[config.mk]
export PLATFORM = sky130hd
export DESIGN_NAME = data_mem_ctrl
export DESIGN_NICKNAME = d
export VERILOG_FILES = /design/src/rtl/rv32i_pkg.sv /design/src/rtl/load_extend.sv /design/src/rtl/data_mem_ctrl.sv
export SDC_FILE = /design/constraint.sdc
export NUM_CORES = 1
export LEC_CHECK = 0
export BUFFER_PORTS_ARGS = -buffer_cell sky130_fd_sc_hd__buf_2
export CORE_MARGIN = 4
export CORE_UTILIZATION = 25
export DETAILED_ROUTE_END_ITERATION = 6
export PLACE_DENSITY = 0.61
export SLEW_MARGIN = 5
export SYNTH_ARGS = -nofsm -noshare
export SYNTH_HDL_FRONTEND = slang
export SYNTH_HIERARCHICAL = 1
export SYNTH_SLANG_ARGS = --single-unit
[constraint.sdc]
create_clock -name clk -period 4.1 [get_ports clk]
set_input_delay 0.41 -clock clk [delete_from_list [all_inputs] [get_ports clk]]
set_output_delay 0.41 -clock clk [all_outputs]
set_load 0.02 [all_outputs]
[src/rtl/rv32i_pkg.sv]
// Shared RV32I constants for the data-memory path: funct3 size codes, major opcodes,
// data-memory FSM state encoding and the store byte-lane helper.
package rv32i_pkg;

  localparam logic [2:0] F3_B  = 3'b000;
  localparam logic [2:0] F3_H  = 3'b001;
  localparam logic [2:0] F3_W  = 3'b010;
  localparam logic [2:0] F3_BU = 3'b100;
  localparam logic [2:0] F3_HU = 3'b101;

  // funct3[1:0] alone gives the access size; funct3[2] flags an unsigned load
  localparam logic [1:0] SZ_B = 2'b00;
  localparam logic [1:0] SZ_H = 2'b01;
  localparam logic [1:0] SZ_W = 2'b10;

  typedef enum logic [6:0] {
    OPC_LOAD  = 7'b0000011,
    OPC_STORE = 7'b0100011
  } opcode_t;

  typedef enum logic [1:0] {
    IDLE    = 2'd0,
    RD_WAIT = 2'd1,
    RESP    = 2'd2
  } mem_state_t;

  function automatic logic [3:0] store_lanes(input logic [1:0] size, input logic [1:0] off);
    case (size)
      SZ_B:    store_lanes = 4'b0001 << off;
      SZ_H:    store_lanes = 4'b0011 << (off & 2'b10);
      default: store_lanes = 4'b1111;
    endcase
  endfunction

endpackage

[src/rtl/load_extend.sv]
// Selects the loaded byte/half from a RAM word by address offset and sign/zero extends it.
// Purely combinational; no flow control.
module load_extend
  import rv32i_pkg::*;
(
  input  logic [2:0]  funct3,
  input  logic [1:0]  byte_off,
  input  logic [31:0] word,
  output logic [31:0] data
);

  logic [7:0]  b;
  logic [15:0] h;
  logic        sext;

  always_comb begin
    b    = word[7:0];
    h    = byte_off[1] ? word[31:16] : word[15:0];
    sext = ~funct3[2];
    case (byte_off)
      2'd1:    b = word[15:8];
      2'd2:    b = word[23:16];
      2'd3:    b = word[31:24];
      default: b = word[7:0];
    endcase
    case (funct3[1:0])
      SZ_B:    data = {{24{b[7] & sext}}, b};
      SZ_H:    data = {{16{h[15] & sext}}, h};
      default: data = word;
    endcase
  end

endmodule

[src/rtl/data_mem_ctrl.sv]
// Load/store front end to a synchronous word RAM: stores take one cycle, loads stall 2 cycles
// (issue + RD_WAIT) and deliver rdata in RESP; illegal/misaligned requests are flagged and dropped.
module data_mem_ctrl
  import rv32i_pkg::*;
#(
  parameter int ADDR_W = 12
) (
  input  logic              clk,
  input  logic              rst,
  input  logic              MemRead,
  input  logic              MemWrite,
  input  logic [2:0]        funct3,
  input  logic [31:0]       addr,
  input  logic [31:0]       wdata,
  output logic [31:0]       rdata,
  output logic              stall,
  output logic              misaligned,
  output logic              err,
  output logic              ram_en,
  output logic [3:0]        ram_we,
  output logic [ADDR_W-1:0] ram_addr,
  output logic [31:0]       ram_wdata,
  input  logic [31:0]       ram_rdata
);

  mem_state_t  state, state_nx;
  logic [1:0]  size;
  logic        illegal, unaligned;
  logic        ld_go, capture;
  logic [2:0]  ld_f3;
  logic [1:0]  ld_off;
  logic [31:0] ld_data;
  logic        unused_addr_hi;

  // Upper address bits are dropped so accesses wrap modulo the RAM size
  assign unused_addr_hi = ^addr[31:ADDR_W+2];
  assign ram_addr       = addr[ADDR_W+1:2];
  assign size           = funct3[1:0];

  always_comb begin
    case (size)
      SZ_B:    ram_wdata = {4{wdata[7:0]}};
      SZ_H:    ram_wdata = {2{wdata[15:0]}};
      default: ram_wdata = wdata;
    endcase
  end

  always_comb begin
    illegal   = (MemRead && MemWrite)
             || (MemRead  && !(funct3 inside {F3_B, F3_H, F3_W, F3_BU, F3_HU}))
             || (MemWrite && !(funct3 inside {F3_B, F3_H, F3_W}));
    unaligned = (size == SZ_H && addr[0]) || (size == SZ_W && addr[1:0] != 2'b00);
  end

  always_comb begin
    state_nx   = state;
    ram_en     = 1'b0;
    ram_we     = 4'b0000;
    stall      = 1'b0;
    misaligned = 1'b0;
    err        = 1'b0;
    ld_go      = 1'b0;
    capture    = 1'b0;
    case (state)
      IDLE: begin
        // Requests are gated by rst so a reset cycle can never issue a write
        if (!rst && (MemRead || MemWrite)) begin
          if (illegal) begin
            err = 1'b1;
          end else if (unaligned) begin
            misaligned = 1'b1;
          end else if (MemRead) begin
            ram_en   = 1'b1;
            stall    = 1'b1;
            ld_go    = 1'b1;
            state_nx = RD_WAIT;
          end else begin
            ram_en = 1'b1;
            ram_we = store_lanes(size, addr[1:0]);
          end
        end
      end
      RD_WAIT: begin
        stall    = 1'b1;
        capture  = 1'b1;
        state_nx = RESP;
      end
      RESP: begin
        state_nx = IDLE;
      end
      default: state_nx = IDLE;
    endcase
  end

  // Size and lane of the load are latched at issue so the extend does not depend on held inputs
  load_extend u_load_extend (
    .funct3   (ld_f3),
    .byte_off (ld_off),
    .word     (ram_rdata),
    .data     (ld_data)
  );

  always_ff @(posedge clk) begin
    if (rst) begin
      state  <= IDLE;
      rdata  <= '0;
      ld_f3  <= F3_W;
      ld_off <= 2'b00;
    end else begin
      state <= state_nx;
      if (ld_go) begin
        ld_f3  <= funct3;
        ld_off <= addr[1:0];
      end
      if (capture) begin
        rdata <= ld_data;
      end
    end
  end

endmodule

==> results of run 1 <==
## area by class of cell
| type | count | share of cell area (%) |
|---|---|---|
| Inverter | 5 | 0.492 |
| Timing Repair Buffer | 149 | 19.9 |
| Antenna cell | 1 | 0.0656 |
| Clock inverter | 1 | 0.131 |
| Tap cell | 168 | 5.51 |
| Multi-Input combinational cell | 296 | 50.0 |
| Clock buffer | 7 | 3.48 |
| Sequential cell | 39 | 20.5 |
## flip-flops by register name (all words and copies together) (netlist names)
signal / cells
rdata: 32
ld_off: 2
ld_f3: 3
state: 2
## cell families (layout without fill, tap and decap cells)
family                    Yosys count  after routing  synth area share, %
buffers and inverters              64            162                 12.9
and+or+nand+nor                   151            151                 21.6
DFF                                39             39                 25.3
xor gates and xnor gates            1              1                0.284
other                               0              1                    0
muxes                              34             34                 14.6
AOI/OAI and AO/OA                 110            110                 25.3
## cells in the mapped netlist, drive strengths merged
| library cell | number |
|---|---|
| or2 | 2 |
| buf | 45 |
| nor2b | 18 |
| o21ai | 15 |
| nand3 | 4 |
| nand2 | 100 |
| xnor2 | 1 |
| o22ai | 7 |
| o211ai | 18 |
| mux2i | 9 |
| nand3b | 1 |
| mux2 | 18 |
| nor4 | 2 |
| o211a | 1 |
| nor3 | 6 |
| a21oi | 49 |
| nor4b | 1 |
| dfxtp | 39 |
| a2111oi | 2 |
| o21a | 1 |
| a211oi | 8 |
| nand2b | 3 |
| inv | 5 |
| o221ai | 8 |
| or3 | 2 |
| clkbuf | 14 |
| mux4 | 7 |
| a32oi | 1 |
| nor2 | 12 |
## worst max-delay path, stage by stage
cell	delay, ns
buf_2	0.48
a21oi_1	0.15
or3_1	0.54
nand2_4	0.16
a2111oi_4	0.05
buf_2	0.20
## per-layer routing
metal	GRT usage (%)	wire length, µm	up-vias
met2	23.0	4800	107
li1	-	-	1581
met3	4.51	888	16
met5	0	30	-
met4	3.33	114	8
met1	15.9	4020	1522
## report_power, final
| group | total, W | internal, W | switching, W | leakage, nW |
|---|---|---|---|---|
| logic | 0.000321 | 0.000126 | 0.000195 | 1.27 |
| clock network | 0.000367 | 0.000225 | 0.000142 | 0.0679 |
| registers | 0.000402 | 0.000393 | 0.00000870 | 0.316 |
| total | 0.00109 | 0.000744 | 0.000346 | 1.65 |
## final timing paths
check,start,to,slack (ns),cells after the start
worst max-delay path,funct3[1],ram_we[1],1.68,6
worst min-delay path,addr[0],ld_off[0],0.43,3
worst max register to register,ld_off[1],rdata[9],1.70,7
worst min register to register,rdata[21],rdata[21],0.45,2
## metrics by stage
stage,setup WS (ns),util [%]
floorplan,1.90,-
global placement,1.76,30.5
detailed placement,1.70,30.5
CTS,1.71,31.6
global route,1.48,31.6
finish,1.68,31.6
==> results.cfg, run 1 <==
[run_status]
status = finished clean

[placed_design]
hpwl_um = 7630
numPortBuffers = 144
place.gp.congestion = 0.848
place_area_um2 = 3680
dp_cells = 657

[cts]
cts_root_buffer = clkbuf_16
post_cts_buffers = 0
numCtsBuffers = 5
clk_latency_ns = 0.28
postCtsHoldBufs = 0
htreeDepth = 2
clkSinkCount = 39
cts_resized = 0
clkTransAtPathRegs_ns = 0.06
cts_tree = done
clockBufferDepth = 2

[critical_path]
cp_max_fo = 33
arrival_ns = 2.01
start_kind = primary input
endpoint_kind = output pin
crit_type = primary input to output pin
cp.required_ns = 3.69

[floorplan]
io_pins = 187
initial_core_util_pct = 25.6
chipWidth_um = 119
die_h_um = 119
num_rows = 40
dieArea_um2 = 14200
coreArea_um2 = 12100

[layout]
final_cell_mix = 144 x buf_2, 99 x nand2_1, 49 x a21oi_1, 39 x dfxtp_1, 18 x mux2_2
final_cell_area_um2 = 3820
fin_cells = 666
multi_input_area_um2 = 1910
syn_to_final_growth_pct = 23.8
n_fill_cell = 1310
register_area_um2 = 781
layout-drive-gt1-share_pct = 40.0
final_nets = 599
final_common_cell = buf_2

[timing]
rsz0062_at_grt = false
tns_ns = 0
setup_viol = 0
fin_crit_ns = 2.42
skew_ns = 0.00522
slew_violations = 0
hold_slack_ns = 0.426
finalCritPeriodShare_pct = 59.0
worstMarginPinSlew_ns = 1.21
max_freq_ghz = 0.413
slew_headroom_pct = 18.9
hold_viol = 0

[routing]
drcViolationCount = 0
drtAntennaViolNets = 0
drtIter0Drc = 178
wire_per_inst_um = 14.8
drt_first_pass_iters = 4
drt-vias-per-instance = 4.86
wl_um = 9850
dr_total_vias = 3234

[yosys]
ys_types = 38
synth_cells = 399
yosys.area.top_type = dfxtp_1
synthTopCellsByArea = dfxtp_1 25%, nand2_1 12%, a21oi_1 8.0%
synth_seq_area_share_pct = 25.3
avgSynthCellArea_um2 = 7.73
synth_nets = 502
yosysTopAreaCellShare_pct = 25.3
syn_area_um2 = 3080
yosysWarnings = 6
synth_seq_cells = 39

[power_and_ir_drop]
powerDensity_nw_per_um2 = 286
power_leakage_nw = 1.65
ir_drop_mv = 0.123
power.total_w = 0.00109

[grt]
overflow = 0
grt_max_degree = 41
grt_use_total_pct = 13.3
antenna_found_initial = 4
grt_pass1_wl_um = 15800
first_global_vias = 3126

[run]
max_cap_viol_count = 0

[hold_path]
hold_class = primary input to flop
Power figures use the tool's default switching activity.
==> run 2, diff against run 1 <==
Settings changed: PLACE_DENSITY 0.61 to 0.63.
Clock period 4.1 ns to 2 ns, I/O delays scaled along.
==> results.cfg, run 2 (same netlist as run 1, synthesis figures left out) <==
[run_status]
status = finished clean

[run]
max_cap_viol_count = 0

[power_and_ir_drop]
combPwrFrac_pct = 29.2
power_frac_seq_pct = 35.4
p_sw_w = 0.000712
ir_drop_mv = 0.253
powerDensity_nw_per_um2 = 590
power_leakage_nw = 1.72
pwr-share-clk_pct = 35.4
internal_power_w = 0.00161
power_switching_share_pct = 30.7

[timing]
fin_crit_ns = 1.81
slew_violations = 0
finalCritPeriodShare_pct = 90.3
hold_viol = 0
worstMarginPinSlew_ns = 0.740
skew_ns = 0.00770
hold_slack_ns = 0.232
max_freq_ghz = 0.554
slew_headroom_pct = 50.7
rsz0062_at_grt = false
setup_viol = 0
tns_ns = 0

[floorplan]
chipWidth_um = 119
initial_core_util_pct = 25.6
dieArea_um2 = 14200
io_pins = 187
die_h_um = 119
coreArea_um2 = 12100
num_rows = 40

[cts]
numCtsBuffers = 5
clk_latency_ns = 0.28
clkSinkCount = 39
clockBufferDepth = 2
cts_root_buffer = clkbuf_16
htreeDepth = 2
postCtsHoldBufs = 0
cts_tree = done
clkTransAtPathRegs_ns = 0.06

[critical_path]
cp_num_buf_inv = 1
endpoint_kind = output pin
crit_type = flop to output pin
crit_chain = nor3_1 > o21ai_2 > a2111oi_4 > buf_2
cp_slowest_cell = dfxtp_1
start_kind = flop
cpLargestDelayFamily = compound AO/OA/AOI/OAI gates
arrival_ns = 1.61
cp_max_fo = 7
cp.required_ns = 1.80
worst_path_largest_cell_delay_ns = 0.34

[hold_path]
hold_class = primary input to flop

[layout]
top_regs = rdata: 32 flops, ld_f3: 3 flops
final_cell_mix = 144 x buf_2, 99 x nand2_1, 49 x a21oi_1, 39 x dfxtp_1, 18 x mux2_2
top_register = rdata
layout-drive-gt1-share_pct = 41.8
largest_reg_flops = 32
final_common_cell = buf_2
final_nets = 609
syn_to_final_growth_pct = 27.7

[routing]
drt-vias-per-instance = 4.84
drtIter0Drc = 244
drtAntennaViolNets = 0
drt_first_pass_iters = 4
dr_total_vias = 3280
wl_um = 9780
drcViolationCount = 0
wire_per_inst_um = 14.4

[placed_design]
numPortBuffers = 144
place.gp.congestion = 0.892
hpwl_um = 7770

[grt]
antenna_found_initial = 2
grt_use_total_pct = 13.1
grt_pass1_wl_um = 15600
grt_max_degree = 39
overflow = 0
first_global_vias = 3098
==> run 2: stage by stage <==
stage	total power [W]	cell area, µm²	setup WS, ns	util [%]	std cells
floorplan	0.00133	3080	0.218	-	399
global placement	0.00150	3760	0.302	31.2	667
detailed placement	0.00151	3760	0.237	31.2	667
CTS	0.00233	3920	0.117	32.5	675
global route	0.00245	3930	0.0543	32.6	676
finish	0.00232	3940	0.194	32.6	678
==> run 2: worst paths after layout <==
check	startpoint	endpoint	slack [ns]	cells past startpoint
hold reg to reg	rdata[3]	rdata[3]	0.45	2
setup / recovery	state[1]	ram_we[1]	0.19	4
setup reg to reg	ld_f3[0]	rdata[30]	0.26	5
hold / removal	funct3[2]	ld_f3[2]	0.23	3
==> run 2: worst reg2reg max path, delay by kind of cell (launching register included) <==
family | cells | cell delay [ns]
AOI/OAI and AO/OA | 2 | 0.35
and+or+nand+nor | 2 | 0.82
buffers and inverters | 1 | 0.17
DFF | 1 | 0.33
==> run 2: layout make-up <==
| cell class | count | area [µm²] |
|---|---|---|
| Fill cell | 1277 | 8120 |
| Multi-Input combinational cell | 296 | 1920 |
| Timing Repair Buffer | 159 | 846 |
| Sequential cell | 39 | 781 |
| Tap cell | 168 | 210 |
| Clock buffer | 8 | 156 |
| Inverter | 5 | 18.8 |
| Antenna cell | 3 | 7.51 |
==> run 2: power by group through the flow <==
stage	sequential [W]	combinational, W	clock, W
finish	0.000821	0.000678	0.000823
global route	0.000825	0.000740	0.000883
CTS	0.000822	0.000677	0.000835
detailed placement	0.000839	0.000675	0
global placement	0.000837	0.000665	0
floorplan	0.000865	0.000463	0
==> run 2: routing by layer <==
metal / track usage (%) / up-vias / share of wire, %
li1: - / 1593 / -
met1: 15.4 / 1548 / 40
met2: 22.6 / 116 / 50
met3: 4.51 / 21 / 7.6
met4: 3.77 / 2 / 1.8
met5: 0 / - / 0.13
==> run 2: what timing repair did <==
item	in CTS	in global routing
resized for setup	0	2
endpoints found under the setup margin	0	1
buffers inserted	0	0
==> run 3, diff against run 2 <==
--- a/config.mk
+++ b/config.mk
@@ -7,11 +7,12 @@
 export LEC_CHECK = 0
 export BUFFER_PORTS_ARGS = -buffer_cell sky130_fd_sc_hd__buf_2
+export CELL_PAD_IN_SITES_DETAIL_PLACEMENT = 0
+export CELL_PAD_IN_SITES_GLOBAL_PLACEMENT = 1
 export CORE_MARGIN = 4
 export CORE_UTILIZATION = 25
 export DETAILED_ROUTE_END_ITERATION = 6
-export PLACE_DENSITY = 0.63
+export PLACE_DENSITY = 0.87
 export SLEW_MARGIN = 5
 export SYNTH_ARGS = -nofsm -noshare
 export SYNTH_HDL_FRONTEND = slang
-export SYNTH_HIERARCHICAL = 1
 export SYNTH_SLANG_ARGS = --single-unit
==> constraint.sdc (replaced) <==
create_clock -name clk -period 2 [get_ports clk]
set_input_delay 0.2 -clock clk [delete_from_list [all_inputs] [get_ports clk]]
set_output_delay 0.2 -clock clk [all_outputs]
set_load 0.1 [all_outputs]
==> results.cfg, run 3 <==
[power_and_ir_drop]
powerDensity_nw_per_um2 = 700
ir_drop_mv = 0.316
power_leakage_nw = 1.75
power.total_w = 0.00265

[floorplan]
initial_core_util_pct = 25.8
dieArea_um2 = 12400
num_rows = 37
io_pins = 187
chipWidth_um = 111
coreArea_um2 = 10400
die_h_um = 111

[critical_path]
cp_slowest_cell = dfxtp_1
endpoint_kind = output pin
worst_path_largest_cell_delay_ns = 0.35
crit_chain = nor3_2 > and2_2 > nand2_2 > a21oi_4 > buf_12
crit_type = flop to output pin
cp_max_fo = 7
arrival_ns = 1.69
start_kind = flop
cp.required_ns = 1.80

[cts]
clk_latency_ns = 0.30
post_cts_buffers = 0
clkSinkCount = 39
cts_tree = done
clkTransAtPathRegs_ns = 0.08
postCtsHoldBufs = 0
cts_root_buffer = clkbuf_8
numCtsBuffers = 5
clockBufferDepth = 2
htreeDepth = 2

[layout]
final_common_cell = buf_2
fin_cells = 600
top_regs = rdata: 32 flops, ld_f3: 3 flops
largest_reg_flops = 32
syn_to_final_growth_pct = 41.5
top_register = rdata
layout-drive-gt1-share_pct = 45.9
final_cell_mix = 134 x buf_2, 39 x o21ai_0, 39 x dfxtp_1, 34 x nand2_1, 33 x a21oi_1
finish.utilization_pct = 36.5
final_nets = 566
diodes = 0

[routing]
drtAntennaViolNets = 0
wire_per_inst_um = 14.9
dr_total_vias = 2918
drcViolationCount = 0
drt-vias-per-instance = 4.86
wl_um = 8930
drt_first_pass_iters = 4
drtIter0Drc = 184

[grt]
overflow = 0
grt_use_total_pct = 13.7
first_global_vias = 2921
grt_pass1_wl_um = 14300
grt_max_degree = 47
antenna_found_initial = 0

[timing]
slew_headroom_pct = 62.2
fin_ws_ns = 0.111
worstMarginPinSlew_ns = 0.566
hold_viol = 0
skew_ns = 0.00870
finalCritPeriodShare_pct = 94.5
setup_viol = 0
fin_crit_ns = 1.89
max_freq_ghz = 0.529
slew_violations = 0

[yosys]
synth_seq_area_share_pct = 29.2
ys_types = 40
synth_edf_count = 0
synthFlopType = dfxtp_1
synth_xor_area_share_pct = 0.982
netlist_top_cells_count = 48 x o21ai_0, 39 x dfxtp_1, 35 x nand2_1
synthSimpleGateAreaFrac_pct = 15.2
yosysWarnings = 0
syn_area_um2 = 2680
synth_top_family_by_area = compound AO/OA/AOI/OAI gates
avgSynthCellArea_um2 = 7.75
synth_nets = 448
yosys.area.top_type = dfxtp_1
synth_compound_area_share_pct = 27.4
synthTopCellsByArea = dfxtp_1 29%, mux2_2 9.7%, o21ai_0 9.0%
synth_cells = 345
synthArstFlopShare_pct = 0
synth.most_common_cell = o21ai_0
synth_seq_cells = 39
synth.area.mux_share_pct = 14.3
synthAdderAreaFrac_pct = 0
yosysTopAreaCellShare_pct = 29.2

[placed_design]
dp_cells = 592
place.gp.congestion = 0.789
hpwl_um = 7150
numPortBuffers = 144
preCtsSetupSlack_ns = 0.149

[run_status]
status = finished clean

[hold_path]
hold_class = primary input to flop

[run]
max_cap_viol_count = 0
==> run 3: cell types whose count changed after synthesis, moves of 10 or more <==
cell	delta
nand2_1	-64
o21ai_0	+34
a21oi_1	-15
a221oi_1	+14
inv_1	+13
nor2b_1	-11
o211ai_2	-10
==> run 3: worst paths after layout <==
| path | to | cells after the start | start | slack [ns] |
|---|---|---|---|---|
| min reg2reg | rdata[7] | 1 | rdata[7] | 0.50 |
| min | rdata[17] | 3 | ram_rdata[17] | 0.16 |
| max | ram_we[3] | 5 | state[0] | 0.11 |
| max reg2reg | rdata[2] | 5 | ld_f3[0] | 0.26 |
==> run 3: final cells by class <==
cell class / count / area [µm²]
fillers: 1102 / 6580
multi-input cells: 240 / 1650
repair buffers: 159 / 983
flip-flops and latches: 39 / 781
well taps: 136 / 170
clock buffers: 6 / 72.6
inverters: 18 / 67.6
clock inverters: 2 / 60.1
==> run 3: timing repair <==
item	in CTS	in global routing
resized for setup	3	2
endpoints found under the setup margin	6	17
pin swaps	0	0
==> run 3: per-stage QoR <==
| step | hold WS (ns) | area (µm²) | TNS (ns) |
|---|---|---|---|
| after floorplan | 0.278 | 2760 | -0.282 |
| after global placement | 0.401 | 3640 | 0 |
| after detailed placement | 0.401 | 3640 | 0 |
| after CTS | 0.160 | 3770 | 0 |
| after global routing | 0.165 | 3790 | -0.107 |
| final | 0.161 | 3790 | 0 |
==> run 3: report_power, final <==
part / switching (W) / leakage, nW / internal, W
Sequential: 0.0000150 / 0.316 / 0.000802
Clock: 0.000285 / 0.0654 / 0.000499
Combinational: 0.000794 / 1.37 / 0.000254
==> run 3: logic make-up (layout without fill, tap and decap cells) <==
group | Yosys count | after routing
buf+inv | 66 | 185
xor+xnor | 3 | 3
compound gates | 123 | 123
simple gates | 80 | 80
flops | 39 | 39
mux | 34 | 34
==> run 3: layer usage <==
layer	GRT usage, %	part of all wire [%]
met2	25.6	51
met5	0	0
met1	15.7	40
met3	3.10	8.2
met4	3.65	0.85
==> run 3: worst max-delay path: cells and delay by family, from the launching register on <==
family                 cells  cell delay, ns
buffers and inverters      1            0.19
AO/OA/AOI/OAI              1            0.19
flip-flops                 1            0.35
AND/OR/NAND/NOR            3            0.66
